--- config.mk ---
export PLATFORM = sky130hd
export DESIGN_NAME = boot_loader
export DESIGN_NICKNAME = d
export VERILOG_FILES = /design/src/rtl/boot_loader.sv
export SDC_FILE = /design/constraint.sdc
export NUM_CORES = 1
export LEC_CHECK = 0
export CAP_MARGIN = 10
export CORE_MARGIN = 5
export CORE_UTILIZATION = 50
export CTS_CLUSTER_SIZE = 10
export DETAILED_ROUTE_END_ITERATION = 10
export GPL_TIMING_DRIVEN = 0
export HOLD_SLACK_MARGIN = 0.03
export PLACE_DENSITY = 0.8
export SYNTH_ARGS = -nofsm -noshare
export SYNTH_HDL_FRONTEND = slang
export SYNTH_SLANG_ARGS = --single-unit
--- constraint.sdc ---
create_clock -name clock -period 2.35 [get_ports clock]
set_clock_uncertainty 0.1 [all_clocks]
set_input_delay 0.705 -clock clock [delete_from_list [all_inputs] [get_ports clock]]
set_output_delay 0.705 -clock clock [all_outputs]
set_load 0.05 [all_outputs]
--- src/rtl/boot_loader.sv ---
// boot_loader: streams a length-prefixed little-endian program image into memory while holding the CPU halted.
// Optional feature macro BOOT_LOADER_CHECKSUM_EN appends a 32-bit additive checksum after the payload.
module boot_loader #(
  parameter logic [31:0] BASE_ADDR = 32'h0000_0000,
  parameter int unsigned MAX_WORDS = 1024
) (
  input  logic        clock,
  input  logic        reset,
  input  logic        rx_valid,
  output logic        rx_ready,
  input  logic [7:0]  rx_data,
  output logic        mem_rw,
  output logic [31:0] mem_aout,
  output logic [31:0] mem_dout,
  output logic        halt,
  output logic        done,
  output logic        error
);
`ifdef BOOT_LOADER_CHECKSUM_EN
  typedef enum logic [2:0] {S_LEN, S_DATA, S_WRITE, S_CSUM, S_DONE, S_ERROR} state_t;
  localparam state_t S_FIN = S_CSUM;
  logic [31:0] sum_q;
`else
  typedef enum logic [2:0] {S_LEN, S_DATA, S_WRITE, S_DONE, S_ERROR} state_t;
  localparam state_t S_FIN = S_DONE;
`endif
  state_t      st_q, st_d;
  logic [1:0]  cnt_q;
  logic [23:0] sh_q;
  logic [31:0] rem_q, nxt_q, aout_q, dout_q, word_d;
  logic        rdy_q, rw_q, halt_q, done_q, err_q, acc_d, last_d, rdy_d;
  assign rx_ready = rdy_q;
  assign mem_rw   = rw_q;
  assign mem_aout = aout_q;
  assign mem_dout = dout_q;
  assign halt     = halt_q;
  assign done     = done_q;
  assign error    = err_q;
  // Next state from the byte being accepted this cycle (assembled little-endian)
  always_comb begin
    word_d = {rx_data, sh_q};
    acc_d  = rx_valid && rdy_q;
    last_d = acc_d && cnt_q == 2'd3;
    st_d   = st_q;
    case (st_q)
      S_LEN:   if (last_d) st_d = word_d == 32'd0 ? S_FIN : word_d > MAX_WORDS ? S_ERROR : S_DATA;
      S_DATA:  if (last_d) st_d = S_WRITE;
      S_WRITE: st_d = rem_q == 32'd1 ? S_FIN : S_DATA;
`ifdef BOOT_LOADER_CHECKSUM_EN
      S_CSUM:  if (last_d) st_d = word_d == sum_q ? S_DONE : S_ERROR;
`endif
      default: st_d = st_q;
    endcase
`ifdef BOOT_LOADER_CHECKSUM_EN
    rdy_d = st_d == S_LEN || st_d == S_DATA || st_d == S_CSUM;
`else
    rdy_d = st_d == S_LEN || st_d == S_DATA;
`endif
  end
  // State, datapath and registered outputs; all outputs follow the next state
  always_ff @(posedge clock or negedge reset) begin
    if (!reset) begin
      st_q   <= S_LEN;
      cnt_q  <= 2'd0;
      sh_q   <= 24'd0;
      rem_q  <= 32'd0;
      nxt_q  <= BASE_ADDR;
      aout_q <= BASE_ADDR;
      dout_q <= 32'd0;
      rdy_q  <= 1'b0;
      rw_q   <= 1'b0;
      halt_q <= 1'b1;
      done_q <= 1'b0;
      err_q  <= 1'b0;
`ifdef BOOT_LOADER_CHECKSUM_EN
      sum_q  <= 32'd0;
`endif
    end else begin
      st_q  <= st_d;
      cnt_q <= st_d != st_q ? 2'd0 : acc_d ? cnt_q + 2'd1 : cnt_q;
      if (acc_d) sh_q <= word_d[31:8];
      if (st_q == S_LEN && last_d) rem_q <= word_d;
      if (st_q == S_DATA && last_d) begin
        dout_q <= word_d;
        aout_q <= nxt_q;
`ifdef BOOT_LOADER_CHECKSUM_EN
        sum_q  <= sum_q + word_d;
`endif
      end
      if (st_q == S_WRITE) begin
        rem_q <= rem_q - 32'd1;
        nxt_q <= nxt_q + 32'd4;
      end
      rdy_q  <= rdy_d;
      rw_q   <= st_d == S_WRITE;
      halt_q <= st_d != S_DONE;
      done_q <= st_d == S_DONE;
      err_q  <= st_d == S_ERROR;
    end
  end
endmodule

# Word level (Yosys, flattened, before mapping)
# Cells that the tools add are included.
dict set report op_classes {
  n_eq_ne 10
  magnitude_cmp 1
  n_reduce_logical 10
  n_mux 10
  n_addsub 3
}
# operator count
set ops {}
lappend ops {{2-to-1 mux 32 bit} 2}
lappend ops {{adder 32 x 3 -> 32 bit (second input constant)} 1}
lappend ops {{equality test 32 x 1 -> 1 bit (second input constant)} 1}
lappend ops {{> comparator 32 x 11 -> 1 bit (second input constant)} 1}
lappend ops {{logical NOT 32 bit} 1}
lappend ops {{subtractor 32 x 1 -> 32 bit (second input constant)} 1}
lappend ops {{2-to-1 mux 3 bit} 4}
lappend ops {{equality test 3 x 2 -> 1 bit (second input constant)} 3}
lappend ops {{one-hot mux 3 bit (3 select lines)} 1}
lappend ops {{equality test 3 x 1 -> 1 bit (second input constant)} 2}
lappend ops {{logical NOT 3 bit} 2}
lappend ops {{2-to-1 mux 2 bit} 3}
lappend ops {{logical AND 1 bit} 4}
lappend ops {{nonzero test 2 bit} 2}
lappend ops {{equality test 3 bit (second input constant)} 1}
lappend ops {{!= test 3 x 2 -> 1 bit (second input constant)} 1}
lappend ops {{!= test 3 bit} 1}
lappend ops {{adder 2 x 1 -> 2 bit (second input constant)} 1}
lappend ops {{equality test 2 bit (second input constant)} 1}
lappend ops {{logical OR 1 bit} 1}
dict set report totals {
  in_bits 11
  output_inout_bits 69
  word_cells 46
  reg_bits 162
}

# Logic depth before layout (Yosys ltp)
# Gate-level depths: netlist of the first run.
dict set report depth {
  depth_word 7
  ltp_mapped 9
  mapped_depth_nobuf 7
}

# Worst setup path after synthesis of the first run
# OpenSTA, ideal clock, no wires.
dict set report synth_path {
  path_kind {register -> register}
  from {register rdy_q, in the netlist rx_ready}
  to {register aout_q[10], in the netlist mem_aout[10]}
  period_less_slack_ns 2.479
  setup_slack_ns -0.129
  path_buffers 2
  arrival_time_ns 2.254
  path_stages_with_launch 6
  required_time_ns 2.125
  setup_time_ns 0.125
  cell_sequence {dfrtp_1 -> nand3_1 -> nor4b_1 -> clkbuf_1 -> clkbuf_1 -> mux2_2}
}
dict set report synth_between {
  elab_chain_cells 3
}
# item line_no
set synth_rtl {}
lappend synth_rtl {{from (decl)} 31} ;# logic rdy_q, rw_q, halt_q, done_q, err_q, acc_d, last_d, rdy_d;
lappend synth_rtl {{from (signal assigned)} 94} ;# rdy_q <= rdy_d;
lappend synth_rtl {{logical AND 1 bit} 42} ;# acc_d = rx_valid && rdy_q;
lappend synth_rtl {{logical AND 1 bit} 43} ;# last_d = acc_d && cnt_q == 2'd3;
lappend synth_rtl {{logical AND 1 bit} 83} ;# if (st_q == S_DATA && last_d) begin
lappend synth_rtl {{to (signal assigned)} 85} ;# aout_q <= nxt_q;
lappend synth_rtl {{to (decl)} 30} ;# logic [31:0] rem_q, nxt_q, aout_q, dout_q, word_d;
# Every way passes these cells.
# A chain may end at the register's enable or synchronous reset.

# Final worst setup path of the first run
dict set report layout_path {
  from {register rem_q[12]}
  to {register rem_q[18]}
}
dict set report layout_between {
  elab_chain_cells 2
}
# item line_no
set layout_rtl {}
lappend layout_rtl {{from (decl)} 30}
lappend layout_rtl {{from (signal assigned)} 82} ;# if (st_q == S_LEN && last_d) rem_q <= word_d;
lappend layout_rtl {{from (signal assigned)} 91} ;# rem_q <= rem_q - 32'd1;
lappend layout_rtl {{subtractor 32 x 1 -> 32 bit} 91}
lappend layout_rtl {{2-to-1 mux 32 bit} 90} ;# if (st_q == S_WRITE) begin
# Every way passes these cells.

==> flow_metrics.py, run 1 <==
metrics = {
    "synth": {
        "synth_flop_cell": "dfrtp_1",
        "synth_edf_count": 0,
        "synth_top_area_share_pct": 57.2,
        "netlist_top_cells_count": "dfrtp_1 (157), mux2_2 (87), nor2_1 (46)",
        "synth_most_common_cell": "dfrtp_1",
        "yosysUniqueCellTypes": 54,
        "synth_area_leaders": "dfrtp_1 (57%), mux2_2 (14%), xnor2_1 (2.7%)",
        "synth_cells": 563,
        "synthArstFlopShare_pct": 100,
        "synth_area_per_cell_um2": 12.2,
        "ys_warn_count": 0,
        "syn_area_um2": 6870,
        "synth-seq-cells": 158,
        "yosysSeqAreaShare_pct": 57.6,
        "synth_top_cell_by_area": "dfrtp_1",
    },
    "clock_tree": {
        "clk_latency_ps": 430,
        "htreeDepth": 4,
        "hold_buffers": 0,
        "path_clk_slew_ps": 60,
        "cts_buffer_depth": 2,
        "cts_buffers": 17,
        "root_buffer": "clkbuf_16",
        "cts_sinks": 158,
        "cts_tree": "done",
    },
    "route": {
        "routed_wl_mm": 17.7,
        "routedWlPerCell_um": 20.3,
        "drtAntennaViolNets": 0,
        "drc": 0,
        "dr.pass1.iters": 5,
        "viasPerCell": 6.01,
        "drtIter0Drc": 544,
        "vias": 5226,
    },
    "placed_design": {
        "place.gp.congestion": 0.854,
        "dpl_worst_slack_ps": -1240,
        "place_hpwl_mm": 11.2,
        "io_buffer_count": 77,
        "dpl.cell_count": 818,
    },
    "power_and_ir_drop": {
        "pwr_density_cell_nw_per_um2": 1110,
        "leakage_nw": 4.35,
        "p_total_mw": 9.98,
        "vdd_ir_drop_max_uv": 786,
    },
    "sta": {
        "worst_pin_slew_ps": 747,
        "setup_ws_ps": -180,
        "drv_slew": 0,
        "fin_crit_ps": 2530,
        "setup_viol": 14,
        "hold_violations": 0,
        "fin_setup_tns_ps": -1250,
        "slew-limit-headroom_pct": 49.8,
        "post-route-period-util_pct": 108,
        "clock.fmax_mhz": 395,
        "rsz0062_at_grt": "yes",
    },
    "floorplanning": {
        "dieArea_um2": 16200,
        "chipHeight_um": 127,
        "rows": 42,
        "die_x_um": 127,
        "io_pins": 80,
        "core-area_um2": 13300,
        "initial_core_util_pct": 51.5,
    },
    "final_layout": {
        "nets": 696,
        "layout-drive-gt1-share_pct": 29.4,
        "syn_to_final_growth_pct": 30.7,
        "fin_cells": 870,
        "n_antenna_cell": 0,
    },
    "global_route": {
        "grt_pass1_wl_mm": 28.2,
        "antenna_found_initial": 0,
        "gr-total-overflow": 0,
        "grt_start_max_net_pins": 91,
        "grt_pass1_vias": 5313,
        "track_usage_pct": 22.3,
    },
    "critical_path": {
        "r2r_start": "rem_q[12]",
        "critical_path.max_fanout": 5,
        "critPathKind": "flop to flop",
        "endpoint_kind": "flop",
        "cp-start-kind": "flop",
        "cp.arrival_ps": 2740,
        "cp_data_required_time_ps": 2560,
        "startpoint": "rem_q[12]",
    },
    "run": {
        "drv_cap": 0,
    },
    "run_status": {
        "violations": "setup timing",
        "status": "finished with violations",
    },
    "worst_hold_path": {
        "min_path_type": "primary input to asynchronous set/reset pin",
    },
}
==> registers in the layout, indices dropped and copies added, names as in the netlist, 2 cells and up <==
signal / count
sh_q: 24
nxt_q: 30
mem_dout: 32
cnt_q: 2
rem_q: 32
mem_aout: 30
st_q: 3
==> worst max-delay path, stage by stage (launching register included) <==
cell      delay (ps)
dfrtp_1          380
or4_4            540
or4b_4           600
buf_8            180
or3_4            360
o211ai_1         180
nand2_1           70
==> layout by cell type (no fill, tap or decap), drive strengths merged, types with 3 or more instances in the layout <==
master and count:
nor2 47, o21ai 8, nor3b 3, clkdlybuf4s50 6, nand3 15, or2 4, a311oi 9, or3 6
o311ai 3, nor3 19, nand2 33, o211ai 6, clkinv 6, nor4 16, a211oi 13, mux2 87
nor2b 3, dfrtp 157, bufinv 3, a22oi 3, o31ai 3, a21oi 12, ha 4, a221o 7
clkbuf 41, inv 8, nand4 14, xor2 9, dlygate4sd2 68, xnor2 21, buf 29, or4 4
==> cell type report <==
type / count / area, um2
repair buffers: 101 / 926
fillers: 1006 / 4370
plain buffers: 23 / 193
flip-flops and latches: 158 / 3960
clock buffers: 22 / 484
well taps: 176 / 220
inverters: 8 / 30.0
clock inverters: 10 / 135
multi-input cells: 372 / 3030
==> per-layer routing <==
layer	share of wire (%)	GRT usage (%)
met3	6.2	5.51
met2	49	35.1
met4	3.2	9.84
met1	42	29.4
met5	0	0
==> metrics by stage <==
| step | instance area [um2] | hold WS [ps] | util [%] |
|---|---|---|---|
| final | 8980 | 168 | 67.3 |
| after global routing | 8980 | 224 | 67.3 |
| after CTS | 8850 | 196 | 66.3 |
| after detailed placement | 7900 | 371 | 59.2 |
| after global placement | 7870 | 360 | 59.0 |
| after floorplan | 6880 | 309 | - |
==> timing repair <==
action | CTS | global route
cloned | 2 | 0
endpoints found under the setup margin | 190 | 35
gates resized for setup | 130 | 20
buffers inserted | 16 | 5
pin swaps | 27 | 12
==> path summary, 6_finish.rpt <==
| path | cells past startpoint | slack (ps) | end |
|---|---|---|---|
| setup / recovery | 6 | -180 | rem_q[18] |
| hold / removal | 1 | 170 | mem_aout[25] |
| setup reg to reg | 6 | -180 | rem_q[18] |
| hold reg to reg | 1 | 380 | nxt_q[31] |
| max in group asynchronous | 2 | 1090 | rx_ready |
| min in group clock | 1 | 380 | nxt_q[31] |
==> where the power goes <==
part / switching [mW] / internal, mW
sequential: 0.886 / 3.47
combinational: 1.74 / 1.02
clock: 1.08 / 1.78
==> cell families after synthesis <==
family / count (synthesis) / share of synthesized area, %
AND/OR/NAND/NOR: 174 / 13.4
AO/OA/AOI/OAI: 74 / 7.96
XOR/XNOR: 30 / 3.83
buffers and inverters: 34 / 2.06
multiplexers: 88 / 14.4
other: 1 / 0.0546
adder cells (fa/ha/maj): 4 / 0.729
flip-flops: 158 / 57.6
Power figures use the tool's default switching activity.
==> run 2, diff against run 1 <==
--- a/config.mk
+++ b/config.mk
@@ -5,6 +5,7 @@
 export SDC_FILE = /design/constraint.sdc
 export NUM_CORES = 1
 export LEC_CHECK = 0
+export ABC_AREA = 1
 export CAP_MARGIN = 10
 export CORE_MARGIN = 5
 export CORE_UTILIZATION = 50
@@ -12,7 +13,7 @@
 export DETAILED_ROUTE_END_ITERATION = 10
 export GPL_TIMING_DRIVEN = 0
 export HOLD_SLACK_MARGIN = 0.03
-export PLACE_DENSITY = 0.8
+export PLACE_DENSITY = 0.79
 export SYNTH_ARGS = -nofsm -noshare
 export SYNTH_HDL_FRONTEND = slang
 export SYNTH_SLANG_ARGS = --single-unit
==> run 2 against run 1 <==
The run now ends clean. Register-to-register slack gained 460 ps. Worst setup slack improved by 240 ps. Die area is 11% higher. Clock power rose by 1%. Final area up 3.3%. Largest cell class unchanged.
==> flow_metrics.py, run 2 <==
metrics = {
    "global_route": {
        "gr-total-overflow": 0,
        "track_usage_pct": 23.0,
        "antenna_found_initial": 0,
        "grt_util_met1_pct": 31.3,
        "grt_util_met3_pct": 4.31,
        "grt_pass1_wl_mm": 32.9,
        "grtUsageMet2_pct": 37.3,
        "grt_pass1_vias": 6354,
        "grt_start_max_net_pins": 87,
        "grt_most_used_layer": "met2",
    },
    "route": {
        "drtIter0Drc": 610,
        "drtAntennaViolNets": 0,
        "routedWlPerCell_um": 16.5,
        "viasPerCell": 5.44,
        "drc": 0,
        "vias": 6652,
        "dr.pass1.iters": 5,
        "routed_wl_mm": 20.1,
    },
    "critical_path": {
        "cp-start-kind": "primary input",
        "endpoint_kind": "flop",
        "cp.arrival_ps": 2490,
        "cp_data_required_time_ps": 2560,
        "r2r_cells": 8,
        "cp.depth": 7,
        "critical_path.max_fanout": 10,
        "slowest_stage": "clkdlybuf4s50_1",
        "cpLargestDelayFamily": "buffers and inverters",
        "cp.buffers_inverters": 4,
        "r2r-end": "rem_q[31]",
        "cp_common_cell": "buf_2",
        "regToRegSetupSlack_ps": 280,
        "startpoint": "rx_valid",
        "slowest_delay_ps": 500,
        "r2r_start": "cnt_q[0]",
        "crit_path_end": "mem_aout[23]",
        "critPathKind": "primary input to flop",
        "path_cells": "clkdlybuf4s50_1, nand3_1, nor4_4, buf_4, buf_2, buf_2, a21oi_1",
    },
    "clock_tree": {
        "cts_tree": "done",
        "path_clk_slew_ps": 60,
        "htreeDepth": 4,
        "cts_buffer_depth": 2,
        "cts_sinks": 158,
        "clk_latency_ps": 430,
        "cts_buffers": 17,
        "root_buffer": "clkbuf_16",
        "hold_buffers": 0,
    },
    "placed_design": {
        "post_dp_cell_area_um2": 8730,
        "io_buffer_count": 77,
        "place_hpwl_mm": 14.6,
        "place.gp.congestion": 0.928,
    },
    "sta": {
        "fin_setup_tns_ps": 0,
        "hold_violations": 0,
        "fin_crit_ps": 2280,
        "clock.fmax_mhz": 438,
        "setup_viol": 0,
        "slew-limit-headroom_pct": 54.0,
        "drv_slew": 0,
        "worst_pin_slew_ps": 690,
        "post-route-period-util_pct": 97.2,
    },
    "synth": {
        "netlist_top_cells_count": "nand2_1 (206), nor2_1 (160), dfrtp_1 (157)",
        "yosys.area_share.simple_pct": 25.1,
        "synth-seq-cells": 158,
        "synth_area_per_cell_um2": 8.33,
        "synthArstFlopShare_pct": 100,
        "synth_edf_count": 0,
        "ys_warn_count": 0,
        "synth_compound_gate_area_share_pct": 9.89,
        "yosysSeqAreaShare_pct": 51.4,
        "synth_flop_cell": "dfrtp_1",
        "synth_mux_area_share_pct": 3.21,
        "synth_top_family_by_area": "simple AND/OR/NAND/NOR gates",
        "synth_top_area_share_pct": 51.1,
        "synth_area_leaders": "dfrtp_1 (51%), nand2_1 (10%), nor2_1 (7.8%)",
        "synth_adder_area_share_pct": 0.651,
        "synth_most_common_cell": "nand2_1",
        "yosysUniqueCellTypes": 46,
        "synth_cells": 923,
        "syn_area_um2": 7690,
        "synth_xor_area_share_pct": 3.53,
        "synth_top_cell_by_area": "dfrtp_1",
    },
    "final_layout": {
        "nFillCells": 1293,
        "final_cell_mix": "nand2_1 (206), nor2_1 (160), dfrtp_1 (157)",
        "layout-drive-gt1-share_pct": 9.37,
        "n_antenna_cell": 0,
        "finalCoreUtilization_pct": 61.2,
        "syn_to_final_growth_pct": 20.6,
        "nets": 1037,
        "final_common_cell": "nand2_1",
        "multi_input_area_um2": 3260,
        "seq_area_um2": 3960,
        "design_area_um2": 9270,
    },
    "floorplanning": {
        "initial_core_util_pct": 50.8,
        "dieArea_um2": 18000,
        "rows": 45,
        "die_x_um": 134,
        "chipHeight_um": 134,
        "core-area_um2": 15100,
        "io_pins": 80,
    },
    "run": {
        "drv_cap": 0,
    },
    "run_status": {
        "status": "finished, final reports clean",
    },
    "power_and_ir_drop": {
        "p_total_mw": 5.72,
        "vdd_ir_drop_max_uv": 563,
        "pwr_density_cell_nw_per_um2": 617,
        "leakage_nw": 4.62,
    },
    "worst_hold_path": {
        "min_path_type": "primary input to asynchronous set/reset pin",
    },
}
## run 2: cell types whose count changed after synthesis, moves of 18 or more
cell | previous run | this run
nand2_1 | 33 | 206
inv_1 | 8 | 83
nand3_1 | 15 | 37
mux2_2 | 87 | 21
o21ai_0 | 8 | 63
xnor2_1 | 21 | 3
nor2_1 | 46 | 160
xor2_1 | 9 | 28
a21oi_1 | 12 | 49
## run 2: metrics by stage
stage	instances	worst slack, ps	hold slack (ps)
2_1_floorplan	924	407	309
3_5_place_dp	1190	-393	377
4_1_cts	1222	34.8	233
5_1_grt	1223	-17.3	273
6_report	1223	65.1	201
3_3_place_gp	1189	-5920	371
## run 2: how the worst min path moves through the flow
stage	startpoint	to	slack, ps	cells after the start
6_report	reset	mem_dout[2]	200	1
5_1_grt	reset	mem_aout[9]	270	1
4_1_cts	reset	mem_dout[2]	230	1
3_5_place_dp	sh_q[9]	sh_q[9]	380	2
3_3_place_gp	sh_q[9]	sh_q[9]	370	2
2_1_floorplan	reset	cnt_q[0]	310	0
## run 2: logic make-up after synthesis
| family | after synthesis |
|---|---|
| multiplexers | 22 |
| flip-flops | 158 |
| AND/OR/NAND/NOR | 452 |
| other | 1 |
| buffers and inverters | 116 |
| AO/OA/AOI/OAI | 139 |
| adder cells (fa/ha/maj) | 4 |
| XOR/XNOR | 31 |
## run 2: layout make-up
| type | count | area share [%] |
|---|---|---|
| sequential | 158 | 42.7 |
| multi-input combinational | 650 | 35.2 |
| timing repair buffer | 79 | 7.80 |
| clock buffer | 19 | 4.78 |
| inverter | 86 | 3.48 |
| tap | 188 | 2.54 |
| clock inverter | 13 | 1.92 |
| buffer | 30 | 1.62 |
## run 2: repair_timing
item	in CTS	in global routing
setup endpoints to repair	67	50
setup buffers	0	1
gates resized for setup	67	0
pin swaps	0	1
## run 2: power by group
group | switching [mW] | leakage (nW) | total [mW] | internal [mW]
Clock | 1.18 | 0.291 | 2.90 | 1.72
Sequential | 0 | 2.07 | 2.72 | 2.72
Combinational | 0.0724 | 2.25 | 0.0963 | 0.0239
## run 2: per-layer routing
| layer | routed length, um | vias up |
|---|---|---|
| met3 | 1180 | 37 |
| li1 | - | 3171 |
| met2 | 9580 | 242 |
| met5 | 0 | - |
| met4 | 467 | 0 |
| met1 | 8890 | 3202 |
==> run 3, diff against run 2 <==
--- a/config.mk
+++ b/config.mk
@@ -9,8 +9,10 @@
 export CAP_MARGIN = 10
 export CORE_MARGIN = 5
 export CORE_UTILIZATION = 50
+export CTS_CLUSTER_DIAMETER = 30
 export CTS_CLUSTER_SIZE = 10
 export DETAILED_ROUTE_END_ITERATION = 10
+export GPL_ROUTABILITY_DRIVEN = 0
 export GPL_TIMING_DRIVEN = 0
 export HOLD_SLACK_MARGIN = 0.03
 export PLACE_DENSITY = 0.79
==> run 3 against run 2 <==
Sequential share of layout area is 0.11 points higher. Critical path type is now flop to output pin. Flip-flop and latch count unchanged. Fmax up 0.38%. Routed wire length shrank 0.52%. Final cell count is essentially flat. Non-clock buffer count unchanged. Final area is 0.26% lower. Global-route usage decreased by 0.17 points. Utilization down 0.16 points. Largest cell class unchanged. Critical path depth decreased by 6. Sequential power hardly changed. Worst setup slack improved by 8.8 ps.
==> flow_metrics.py, run 3 (synthesized netlist as in run 2, its figures left out) <==
metrics = {
    "sta": {
        "post-route-period-util_pct": 96.9,
        "slew-limit-headroom_pct": 56.8,
        "drv_slew": 0,
        "hold_violations": 0,
        "setup_viol": 0,
        "fin_crit_ps": 2280,
        "worst_pin_slew_ps": 647,
        "clock.fmax_mhz": 439,
        "fin_setup_tns_ps": 0,
        "rsz0062_at_grt": "no",
    },
    "floorplanning": {
        "initial_core_util_pct": 50.8,
        "io_pins": 80,
        "core-area_um2": 15100,
        "rows": 45,
        "dieArea_um2": 18000,
        "chipHeight_um": 134,
        "die_x_um": 134,
    },
    "route": {
        "routed_wl_mm": 20.0,
        "vias": 6659,
        "wl_met2_mm": 9.80,
        "routedWlPerCell_um": 16.4,
        "viasPerCell": 5.45,
        "top_layer_used": "met4",
        "dr_wl_met3_mm": 1.32,
        "wl_met1_mm": 8.50,
        "dr.pass1.iters": 5,
        "drtIter0Drc": 562,
        "drtAntennaViolNets": 0,
        "drc": 0,
    },
    "final_layout": {
        "layout-drive-gt1-share_pct": 9.38,
        "nets": 1037,
        "fin_cells": 1222,
        "final_cell_mix": "nand2_1 (206), nor2_1 (160), dfrtp_1 (157)",
        "final_common_cell": "nand2_1",
        "design_area_um2": 9250,
        "n_antenna_cell": 0,
        "syn_to_final_growth_pct": 20.3,
    },
    "power_and_ir_drop": {
        "vdd_ir_drop_max_uv": 481,
        "pwr_density_cell_nw_per_um2": 605,
        "power_frac_seq_pct": 48.6,
        "p_total_mw": 5.59,
        "p_sw_share_pct": 21.4,
        "switching_power_mw": 1.20,
        "leakage_nw": 4.61,
        "combPwrFrac_pct": 1.7,
        "clockPowerShare_pct": 49.7,
        "p_int_mw": 4.40,
    },
    "critical_path": {
        "endpoint_kind": "output pin",
        "cp-start-kind": "flop",
        "regToRegSetupSlack_ps": 290,
        "cp.buffers_inverters": 1,
        "path_cells": "dlygate4sd2_1",
        "r2r_start": "rem_q[3]",
        "r2r-end": "rem_q[31]",
        "cp_data_required_time_ps": 1540,
        "r2r_cells": 10,
        "slowest_delay_ps": 530,
        "cp.depth": 1,
        "slowest_stage": "dlygate4sd2_1",
        "cp.arrival_ps": 1470,
        "critPathKind": "flop to output pin",
        "critical_path.max_fanout": 1,
        "cpLargestDelayFamily": "buffers and inverters",
    },
    "clock_tree": {
        "clk_latency_ps": 440,
        "cts_buffer_depth": 2,
        "cts_sinks": 158,
        "htreeDepth": 4,
        "cts_tree": "done",
        "root_buffer": "clkbuf_16",
        "path_clk_slew_ps": 60,
        "cts_buffers": 17,
    },
    "run": {
        "drv_cap": 0,
    },
    "placed_design": {
        "place_hpwl_mm": 14.6,
        "io_buffer_count": 77,
        "post_dp_cell_area_um2": 8730,
        "dpl.cell_count": 1190,
    },
    "worst_hold_path": {
        "min_path_type": "primary input to asynchronous set/reset pin",
    },
    "global_route": {
        "track_usage_pct": 22.8,
        "grt_start_max_net_pins": 94,
        "gr-total-overflow": 0,
        "grt_pass1_wl_mm": 32.3,
        "antenna_found_initial": 0,
        "grt_pass1_vias": 6360,
    },
    "run_status": {
        "status": "finished, final reports clean",
    },
}
## run 3: changes by cell type in the layout (fill, tap and decap cells not counted)
cell        before  now
bufinv_16        3    2
clkbuf_1        12   11
clkbuf_8         1    3
clkinv_2         0    2
clkinv_4         1    0
clkinvlp_4       4    3
inv_8            2    1
## run 3: how the worst max path moves through the flow
| stage | from | end |
|---|---|---|
| 3_3_place_gp | reset | mem_dout[16] |
| 6_report | halt | halt |
| 3_5_place_dp | rx_valid | mem_dout[5] |
| 2_1_floorplan | rx_ready | mem_aout[11] |
| 5_1_grt | rx_valid | mem_aout[4] |
| 4_1_cts | halt | halt |
## run 3: routing by layer
metal | global-route usage [%] | vias up
li1 | - | 3182
met1 | 30.0 | 3215
met2 | 37.9 | 227
met3 | 4.58 | 35
met4 | 8.11 | 0
met5 | 0 | -
## run 3: what timing repair did
item,CTS,global route
setup endpoints to repair,67,7
buffers inserted,0,1
resized for setup,67,0
hold buffers,0,0
pin swaps,0,1
## run 3: area by class of cell
type / count / area [um2]
inverter: 86 / 323
multi-input combinational: 650 / 3260
clock inverter: 11 / 130
fill: 1303 / 5900
buffer: 30 / 150
tap: 188 / 235
timing repair buffer: 79 / 723
sequential: 158 / 3960
clock buffer: 20 / 467
## run 3: power by group through the flow
| stage | sequential (mW) | clock (mW) | combinational, mW |
|---|---|---|---|
| finish | 2.72 | 2.78 | 0.0960 |
| global route | 2.72 | 2.93 | 0.111 |
| CTS | 2.72 | 2.80 | 0.100 |
| detailed placement | 2.77 | 0 | 0.100 |
| global placement | 2.77 | 0 | 0.0932 |
| floorplan | 2.77 | 0 | 0.0158 |
## run 3: stage by stage
stage               utilization [%]  worst slack (ps)  hold WS (ps)
CTS                            61.0              62.9           203
global placement               57.4             -5890           370
floorplan                         -               407           309
detailed placement             57.6              -358           378
finish                         61.1              73.9           179
global route                   61.1              27.4           235
